<file path="config.mk">
export PLATFORM = sky130hd
export DESIGN_NAME = maze_move_ctrl
export DESIGN_NICKNAME = d
export VERILOG_FILES = /design/src/rtl/maze_pkg.sv /design/src/rtl/maze_move_check.sv /design/src/rtl/maze_move_ctrl.sv
export SDC_FILE = /design/constraint.sdc
export NUM_CORES = 1
export LEC_CHECK = 0
export BUFFER_PORTS_ARGS = -buffer_cell sky130_fd_sc_hd__buf_2
export CORE_MARGIN = 2
export CORE_UTILIZATION = 54
export CTS_CLUSTER_SIZE = 24
export DETAILED_ROUTE_END_ITERATION = 8
export PLACE_DENSITY = 0.89
export SYNTH_ARGS = -nofsm -noshare
export SYNTH_HDL_FRONTEND = slang
export SYNTH_SLANG_ARGS = --single-unit
export TNS_END_PERCENT = 10
</file>
<file path="constraint.sdc">
create_clock -name clk -period 3.2 [get_ports clk]
set_clock_uncertainty 0.2 [all_clocks]
set_input_delay 0.16 -clock clk [delete_from_list [all_inputs] [get_ports clk]]
set_output_delay 0.16 -clock clk [all_outputs]
set_load 0.03 [all_outputs]
</file>
<file path="src/rtl/maze_pkg.sv">
// Shared types and constants for the maze movement logic.
// Direction codes, wall-nibble bit positions and the move sequencer state encoding.
package maze_pkg;
    localparam int ROW_W  = 3;
    localparam int COL_W  = 3;
    localparam int WALL_W = 4;

    localparam logic [1:0] DIR_UP    = 2'd0;
    localparam logic [1:0] DIR_RIGHT = 2'd1;
    localparam logic [1:0] DIR_DOWN  = 2'd2;
    localparam logic [1:0] DIR_LEFT  = 2'd3;

    localparam int WALL_UP    = 3;
    localparam int WALL_RIGHT = 2;
    localparam int WALL_DOWN  = 1;
    localparam int WALL_LEFT  = 0;

    typedef enum logic [1:0] {
        ST_IDLE,
        ST_FETCH,
        ST_CHECK,
        ST_DONE
    } state_t;
endpackage

</file>
<file path="src/rtl/maze_move_check.sv">
// Combinational move legality check: wall bit plus grid-edge test, and the target tile.
// Shared by the player sequencer and any AI/replay controller.
module maze_move_check
    import maze_pkg::*;
(
    input  logic [WALL_W-1:0] walls,
    input  logic [1:0]        dir,
    input  logic [ROW_W-1:0]  row,
    input  logic [COL_W-1:0]  col,
    input  logic [ROW_W-1:0]  num_rows,
    input  logic [COL_W-1:0]  num_cols,
    output logic              blk,
    output logic [ROW_W-1:0]  next_row,
    output logic [COL_W-1:0]  next_col
);
    // Edge tests stop the 3-bit arithmetic below from wrapping into a legal-looking tile.
    always_comb begin
        blk      = 1'b0;
        next_row = row;
        next_col = col;
        case (dir)
            DIR_UP: begin
                blk      = walls[WALL_UP] | (row == '0);
                next_row = row - ROW_W'(1);
            end
            DIR_RIGHT: begin
                blk      = walls[WALL_RIGHT] | (col == num_cols - COL_W'(1));
                next_col = col + COL_W'(1);
            end
            DIR_DOWN: begin
                blk      = walls[WALL_DOWN] | (row == num_rows - ROW_W'(1));
                next_row = row + ROW_W'(1);
            end
            default: begin
                blk      = walls[WALL_LEFT] | (col == '0);
                next_col = col - COL_W'(1);
            end
        endcase
    end
endmodule

</file>
<file path="src/rtl/maze_move_ctrl.sv">
// Player-movement sequencer: accept a direction, fetch the tile's walls, commit or reject.
// Holds position, saturating move count and goal status for the renderer and game FSM.
module maze_move_ctrl
    import maze_pkg::*;
#(
    parameter logic [ROW_W-1:0] START_ROW = 3'd0,
    parameter logic [COL_W-1:0] START_COL = 3'd0,
    parameter logic [ROW_W-1:0] GOAL_ROW  = 3'd4,
    parameter logic [COL_W-1:0] GOAL_COL  = 3'd4,
    parameter int               CNT_W     = 16
) (
    input  logic              clk,
    input  logic              rst_n,
    input  logic              restart,
    input  logic              move_valid,
    input  logic [1:0]        move_dir,
    output logic              move_ready,
    output logic [ROW_W-1:0]  maze_row,
    output logic [COL_W-1:0]  maze_col,
    input  logic [WALL_W-1:0] maze_walls,
    input  logic [ROW_W-1:0]  num_rows,
    input  logic [COL_W-1:0]  num_cols,
    output logic [ROW_W-1:0]  pos_row,
    output logic [COL_W-1:0]  pos_col,
    output logic              moved,
    output logic              blocked,
    output logic              at_goal,
    output logic [CNT_W-1:0]  move_count
);
    state_t            state, state_nxt;
    logic [1:0]        dir_q;
    logic [WALL_W-1:0] walls_q;
    logic              blk;
    logic [ROW_W-1:0]  next_row;
    logic [COL_W-1:0]  next_col;
    logic              commit_goal;

    maze_move_check u_check (
        .walls    (walls_q),
        .dir      (dir_q),
        .row      (pos_row),
        .col      (pos_col),
        .num_rows (num_rows),
        .num_cols (num_cols),
        .blk      (blk),
        .next_row (next_row),
        .next_col (next_col)
    );

    assign maze_row    = pos_row;
    assign maze_col    = pos_col;
    assign at_goal     = (pos_row == GOAL_ROW) && (pos_col == GOAL_COL);
    assign commit_goal = !blk && (next_row == GOAL_ROW) && (next_col == GOAL_COL);

    always_ff @(posedge clk or negedge rst_n) begin
        if (!rst_n) state <= ST_IDLE;
        else        state <= state_nxt;
    end

    always_comb begin
        state_nxt  = state;
        move_ready = 1'b0;
        case (state)
            ST_IDLE: begin
                move_ready = !at_goal;
                if (at_goal)         state_nxt = ST_DONE;
                else if (move_valid) state_nxt = ST_FETCH;
            end
            ST_FETCH: state_nxt = ST_CHECK;
            ST_CHECK: state_nxt = commit_goal ? ST_DONE : ST_IDLE;
            default:  state_nxt = ST_DONE;
        endcase
        if (restart) state_nxt = ST_IDLE;
    end

    // Restart drops any in-flight move without emitting a moved/blocked pulse.
    always_ff @(posedge clk or negedge rst_n) begin
        if (!rst_n) begin
            pos_row    <= START_ROW;
            pos_col    <= START_COL;
            move_count <= '0;
            moved      <= 1'b0;
            blocked    <= 1'b0;
            dir_q      <= '0;
            walls_q    <= '0;
        end else if (restart) begin
            pos_row    <= START_ROW;
            pos_col    <= START_COL;
            move_count <= '0;
            moved      <= 1'b0;
            blocked    <= 1'b0;
        end else begin
            moved   <= 1'b0;
            blocked <= 1'b0;
            if (state == ST_IDLE && move_valid && move_ready) dir_q <= move_dir;
            if (state == ST_FETCH) walls_q <= maze_walls;
            if (state == ST_CHECK) begin
                if (!blk) begin
                    pos_row <= next_row;
                    pos_col <= next_col;
                    if (move_count != '1) move_count <= move_count + CNT_W'(1);
                    moved <= 1'b1;
                end else begin
                    blocked <= 1'b1;
                end
            end
        end
    end
endmodule

</file>
==> results.json, run 1 <==
{
  "status": "completed",
  "coreArea_mm2": 0.003633,
  "grt_pass1_wl_um": 7810,
  "antenna_found_initial": 0,
  "critPathLaunchType": "flop",
  "grt_pass1_vias": 1698,
  "p_leak_nw": 1.104,
  "cp_cell_sequence": "nand2b_1, fa_1, xnor2_1, or3_1, a311o_1, or4_1, a221oi_1",
  "drive_above_1_share_pct": 28.35,
  "cts_made_buffers": 5,
  "yosys.area.top_type": "dfrtp_1",
  "worst_ep_arrival_time_ns": 2.93,
  "wl_um": 4703,
  "synth_fp_nets": 227,
  "critPathMaxFanout": 9,
  "ys_top_cells_by_count": "dfrtp_1, a21oi_1, nor2_1, or4_1, o31ai_1",
  "rows": 22,
  "tightest_slew_ns": 0.7282,
  "nets": 274,
  "synth_edf_count": 0,
  "gp_congestion": 0.8572,
  "place_ws_ns": 0.2693,
  "ys_ff_latch": 32,
  "crit_path_end_kind": "flop",
  "drt_iter0_markers": 157,
  "power-per-cell-area_mw_per_mm2": 517.7,
  "die_x_um": 65.27,
  "die_y_um": 65.27,
  "worstSetupPathType": "reg2reg",
  "post-route-min-period_ns": 2.937,
  "cts_tree": "built",
  "num_io_pins": 48,
  "fin_ws_ns": 0.2628,
  "hold_viol": 0,
  "cts_root_buffer": "clkbuf_8",
  "peakVddDrop_mv": 0.3432,
  "dieArea_mm2": 0.004260,
  "cp_slowest_stage_delay_ns": 0.49,
  "area_growth_syn_to_layout_pct": 19.26,
  "numPortBuffers": 47,
  "slew_viol_final": 0,
  "yosys.cell_types.count": 43,
  "async_flop_share_pct": 100.0,
  "wl_per_cell_um": 15.57,
  "reg2reg_slack_ns": 0.26,
  "fmax_ghz": 0.3405,
  "drcViolationCount": 0,
  "synth-main-ff-cell": "dfrtp_1",
  "hp-class": "in2reg",
  "setup_viol": 0,
  "track_usage_pct": 24.11,
  "dp_hpwl_um": 3277,
  "clkLatencyLatePin_ns": 0.29,
  "slowest_stage": "dfrtp_1",
  "cts_setup_buffers": 0,
  "rsz0062_at_grt": "no",
  "slew_headroom_pct": 50.92,
  "required_ns": 3.19,
  "synth_cells": 206,
  "yosysMostFrequentCell": "dfrtp_1",
  "synthTopCellsByArea": "dfrtp_1, or4_1, o31ai_1",
  "antenna_cells_inserted": 0,
  "clk_pin_slew_ns": 0.07,
  "initial_core_util_pct": 55.79,
  "route.vias.total": 1793,
  "critPathBufInv": 0,
  "clockBufferDepth": 2,
  "first_pass_iters": 4,
  "cts_sinks": 32,
  "htreeDepth": 2,
  "ys_warn_count": 0,
  "critPathTopFamily": "simple AND/OR/NAND/NOR gates",
  "vias_per_cell": 5.937,
  "finalCritPeriodShare_pct": 91.79,
  "overflow": 0,
  "synth.cell_area_mm2": 0.002027,
  "maxCapViolCount": 0,
  "power.total_w": 0.001252,
  "syn_area_per_cell_um2": 9.840,
  "finalSetupTns_ns": 0,
  "grt_max_degree": 33,
  "synth_top_area_share_pct": 39.51,
  "ant_nets": 0,
  "yosysSeqAreaShare_pct": 39.51
}
worst paths after layout:
path | startpoint | end | depth (start not counted)
max | dir_q[1] | state[0] | 7
min | restart | maze_row[1] | 2
max reg2reg | dir_q[1] | state[0] | 7
min reg2reg | walls_q[0] | walls_q[0] | 1
max in group asynchronous | rst_n | dir_q[1] | 2
min in group asynchronous | rst_n | move_count[1] | 2
state kept, by name (all words and copies together) (netlist names):
register,count
blocked,1
dir_q,2
maze_col,3
maze_row,3
move_count,16
moved,1
state,2
walls_q,4
what timing repair did:
action / in CTS / in global routing
resized for setup: 0 / 0
hold buffers: 8 / 0
hold endpoints to repair: 39 / 0
cell usage in the layout, fill, tap and decap left out, types with 3 or more instances in the layout:
cell type and count:
a21oi_1 16, buf_2 47, buf_4 5, clkbuf_8 6, dfrtp_1 32, dlygate4sd3_1 8, ha_1 3, inv_1 9
mux2_2 7, nand2_1 5, nand2b_1 4, nand3_1 5, nand3b_1 4, nand4_1 7, nor2_1 15, nor2b_1 4
nor3_1 5, nor4_1 4, o21ai_0 4, o31ai_1 12, or3_1 4, or4_1 13, xnor2_1 4, xor2_1 5
cell families (layout without fill, tap and decap cells):
logic type	count (synthesis)	after routing	share of synthesized area (%)
compound gates	42	42	14.38
xor+xnor	12	12	7.345
fa+ha+maj	5	5	3.827
buf+inv	29	77	7.346
flops	32	32	39.51
mux	10	10	5.432
simple gates	76	76	22.16
routing by layer:
metal  share of wire, %  track usage (%)  up-vias
li1                   -                -      853
met1                 44            31.24      863
met2                 48            38.39       67
met3                6.1            6.507       10
met4                2.1            9.635        0
met5                  0                0        -
metrics by stage:
step | area [um^2] | cells | utilization (%) | hold slack (ns)
after global routing | 2417 | 302 | 66.53 | 0.1737
after CTS | 2417 | 302 | 66.53 | 0.1399
final | 2417 | 302 | 66.53 | 0.1493
after global placement | 2245 | 286 | 61.78 | 0.04547
after detailed placement | 2245 | 286 | 61.78 | 0.05425
after floorplan | 2027 | 206 | - | -0.3356
power breakdown:
group          switching, W  leakage, nW  internal (W)
clock network      0.000152       0.0510      0.000171
registers         0.0000571        0.432      0.000451
logic              0.000249        0.621      0.000170
total              0.000458         1.10      0.000793
worst reg2reg max path, cell delays in order (launching register included):
cell	delay (ns)
dfrtp_1	0.49
nand2b_1	0.26
fa_1	0.41
xnor2_1	0.17
or3_1	0.36
a311o_1	0.28
or4_1	0.42
a221oi_1	0.26
final cells by class:
class,count,area [um^2]
inverter,9,33.78
clock inverter,2,10.01
clock buffer,6,82.58
timing repair buffer,60,352.8
sequential,32,800.8
multi-input combinational,145,1077
fill,286,1216
tap,48,60.06
No activity file was read; power rests on OpenSTA's default activity.
==> run 2: changes to the inputs <==
BUFFER_PORTS_ARGS = -buffer_cell sky130_fd_sc_hd__buf_4   (was -buffer_cell sky130_fd_sc_hd__buf_2)
CORE_MARGIN = 5   (was 2)
==> run 2 against run 1 <==
Net effect:
- core utilization up 3.2 points
- critical path depth down 1
- final cell count down 0.66%
- sequential power about the same
- sequential cell count unchanged
- critical path type unchanged
- critical endpoint is now move_count[8]
==> results.json, run 2 (synthesis results as in run 1) <==
{
  "dieArea_mm2": 0.005079,
  "grt_max_degree": 33,
  "maxCapViolCount": 0,
  "dp_hpwl_um": 3321,
  "crit_path_end": "move_count[8]",
  "antenna_cells_inserted": 0,
  "grt_pass1_wl_um": 8107,
  "fmax_ghz": 0.3390,
  "coreArea_mm2": 0.003661,
  "status": "completed",
  "htreeDepth": 2,
  "area_growth_syn_to_layout_pct": 25.99,
  "multi_input_area_mm2": 0.001077,
  "wl_um": 4873,
  "slew_headroom_pct": 37.44,
  "cts_root_buffer": "clkbuf_8",
  "grt_pass1_vias": 1706,
  "ant_nets": 0,
  "worst_ep_arrival_time_ns": 2.96,
  "post-place-cells": 284,
  "cts_tree": "built",
  "setup_viol": 0,
  "finalSetupTns_ns": 0,
  "seqCellArea_um2": 800.8,
  "reg2reg_slack_ns": 0.25,
  "post-route-min-period_ns": 2.950,
  "first_pass_iters": 4,
  "p_leak_nw": 1.117,
  "critPathLaunchType": "flop",
  "largest_reg_flops": 16,
  "post-route-util_pct": 69.75,
  "clockBufferDepth": 2,
  "die_y_um": 71.27,
  "placedInstanceArea_mm2": 0.002347,
  "cts_sinks": 32,
  "final_cell_mix": "buf_4, dfrtp_1, a21oi_1",
  "crit_path_start": "maze_row[2]",
  "drt_iter0_markers": 188,
  "fill_cells": 276,
  "gp_congestion": 0.8796,
  "clkLatencyLatePin_ns": 0.29,
  "vias_per_cell": 5.927,
  "clk_pin_slew_ns": 0.07,
  "largest-register": "move_count",
  "final_common_cell": "buf_4",
  "power-per-cell-area_mw_per_mm2": 532.4,
  "numPortBuffers": 47,
  "r2r_end": "move_count[8]",
  "rows": 22,
  "peakVddDrop_mv": 0.2840,
  "num_io_pins": 48,
  "hp-class": "in2reg",
  "finalCritPeriodShare_pct": 92.17,
  "nets": 272,
  "crit_path_end_kind": "flop",
  "tightest_slew_ns": 0.9349,
  "required_ns": 3.21,
  "initial_core_util_pct": 55.37,
  "overflow": 0,
  "hold_viol": 0,
  "wl_per_cell_um": 16.24,
  "reg_top3": "move_count x16, walls_q x4",
  "ctsResizeCount": 0,
  "critPathMaxFanout": 18,
  "rr_worst_depth": 6,
  "drive_above_1_share_pct": 27.78,
  "cts_made_buffers": 5,
  "track_usage_pct": 20.14,
  "place_ws_ns": 0.2839,
  "antenna_found_initial": 0,
  "route.vias.total": 1778,
  "final_cells": 300,
  "design_area_mm2": 0.002554,
  "fin_ws_ns": 0.2504,
  "timing.rr.start": "maze_row[2]",
  "worstSetupPathType": "reg2reg",
  "drcViolationCount": 0,
  "slew_viol_final": 0,
  "die_x_um": 71.27,
  "rsz0062_at_grt": "no"
}
## run 2: cell count changes in the layout (fill, tap and decap cells not counted), sizes merged
cell,delta
bufinv,+1
clkinv,-2
buf,-2
clkbuf,+1
## run 2: how the worst min path moves through the flow
stage	from	endpoint	slack (ns)	depth (start not counted)
finish	restart	maze_col[0]	0.05	2
global route	restart	maze_col[0]	0.05	2
CTS	restart	maze_col[0]	0.05	2
detailed placement	rst_n	move_count[0]	-0.08	1
global placement	rst_n	move_count[1]	-0.08	1
floorplan	rst_n	blocked	-0.34	0
## run 2: critical path, stage by stage (launching register included)
cell      delay (ns)
dfrtp_1         0.55
xnor3_1         0.48
a311oi_2        0.36
nor2_1          0.32
buf_4           0.28
or4_1           0.51
a21oi_1         0.17
## run 2: final cells by class
| type | instances | area share, % |
|---|---|---|
| multi-input combinational | 145 | 42.19 |
| sequential | 32 | 31.36 |
| timing repair buffer | 58 | 17.83 |
| clock buffer | 7 | 3.773 |
| tap | 48 | 2.352 |
| inverter | 9 | 1.323 |
| clock inverter | 1 | 1.176 |
## run 2: per-layer routing
layer / share of wire [%] / up-vias / track usage, % / routed length [um]
met3: 6.4 / 11 / 5.330 / 314
met4: 1.7 / 0 / 8.351 / 82
met1: 42 / 850 / 25.74 / 2055
met2: 50 / 64 / 32.35 / 2420
met5: 0 / - / 0 / 0
li1: - / 853 / - / -
## run 2: power breakdown
part	internal (W)	switching (W)
Clock	0.000275	0.000150
Sequential	0.000451	0.0000586
Combinational	0.000180	0.000245
## run 2: stage by stage
step           total power, W  hold slack, ns
4_1_cts              0.001359         0.04509
3_3_place_gp        0.0009088        -0.08118
2_1_floorplan       0.0008070         -0.3356
6_report             0.001360         0.05197
3_5_place_dp        0.0009216        -0.07673
5_1_grt              0.001437         0.05324
## run 2: repair_timing
item	in CTS	in global routing
hold buffers	8	0
setup buffers	0	0
hold endpoints to repair	39	0
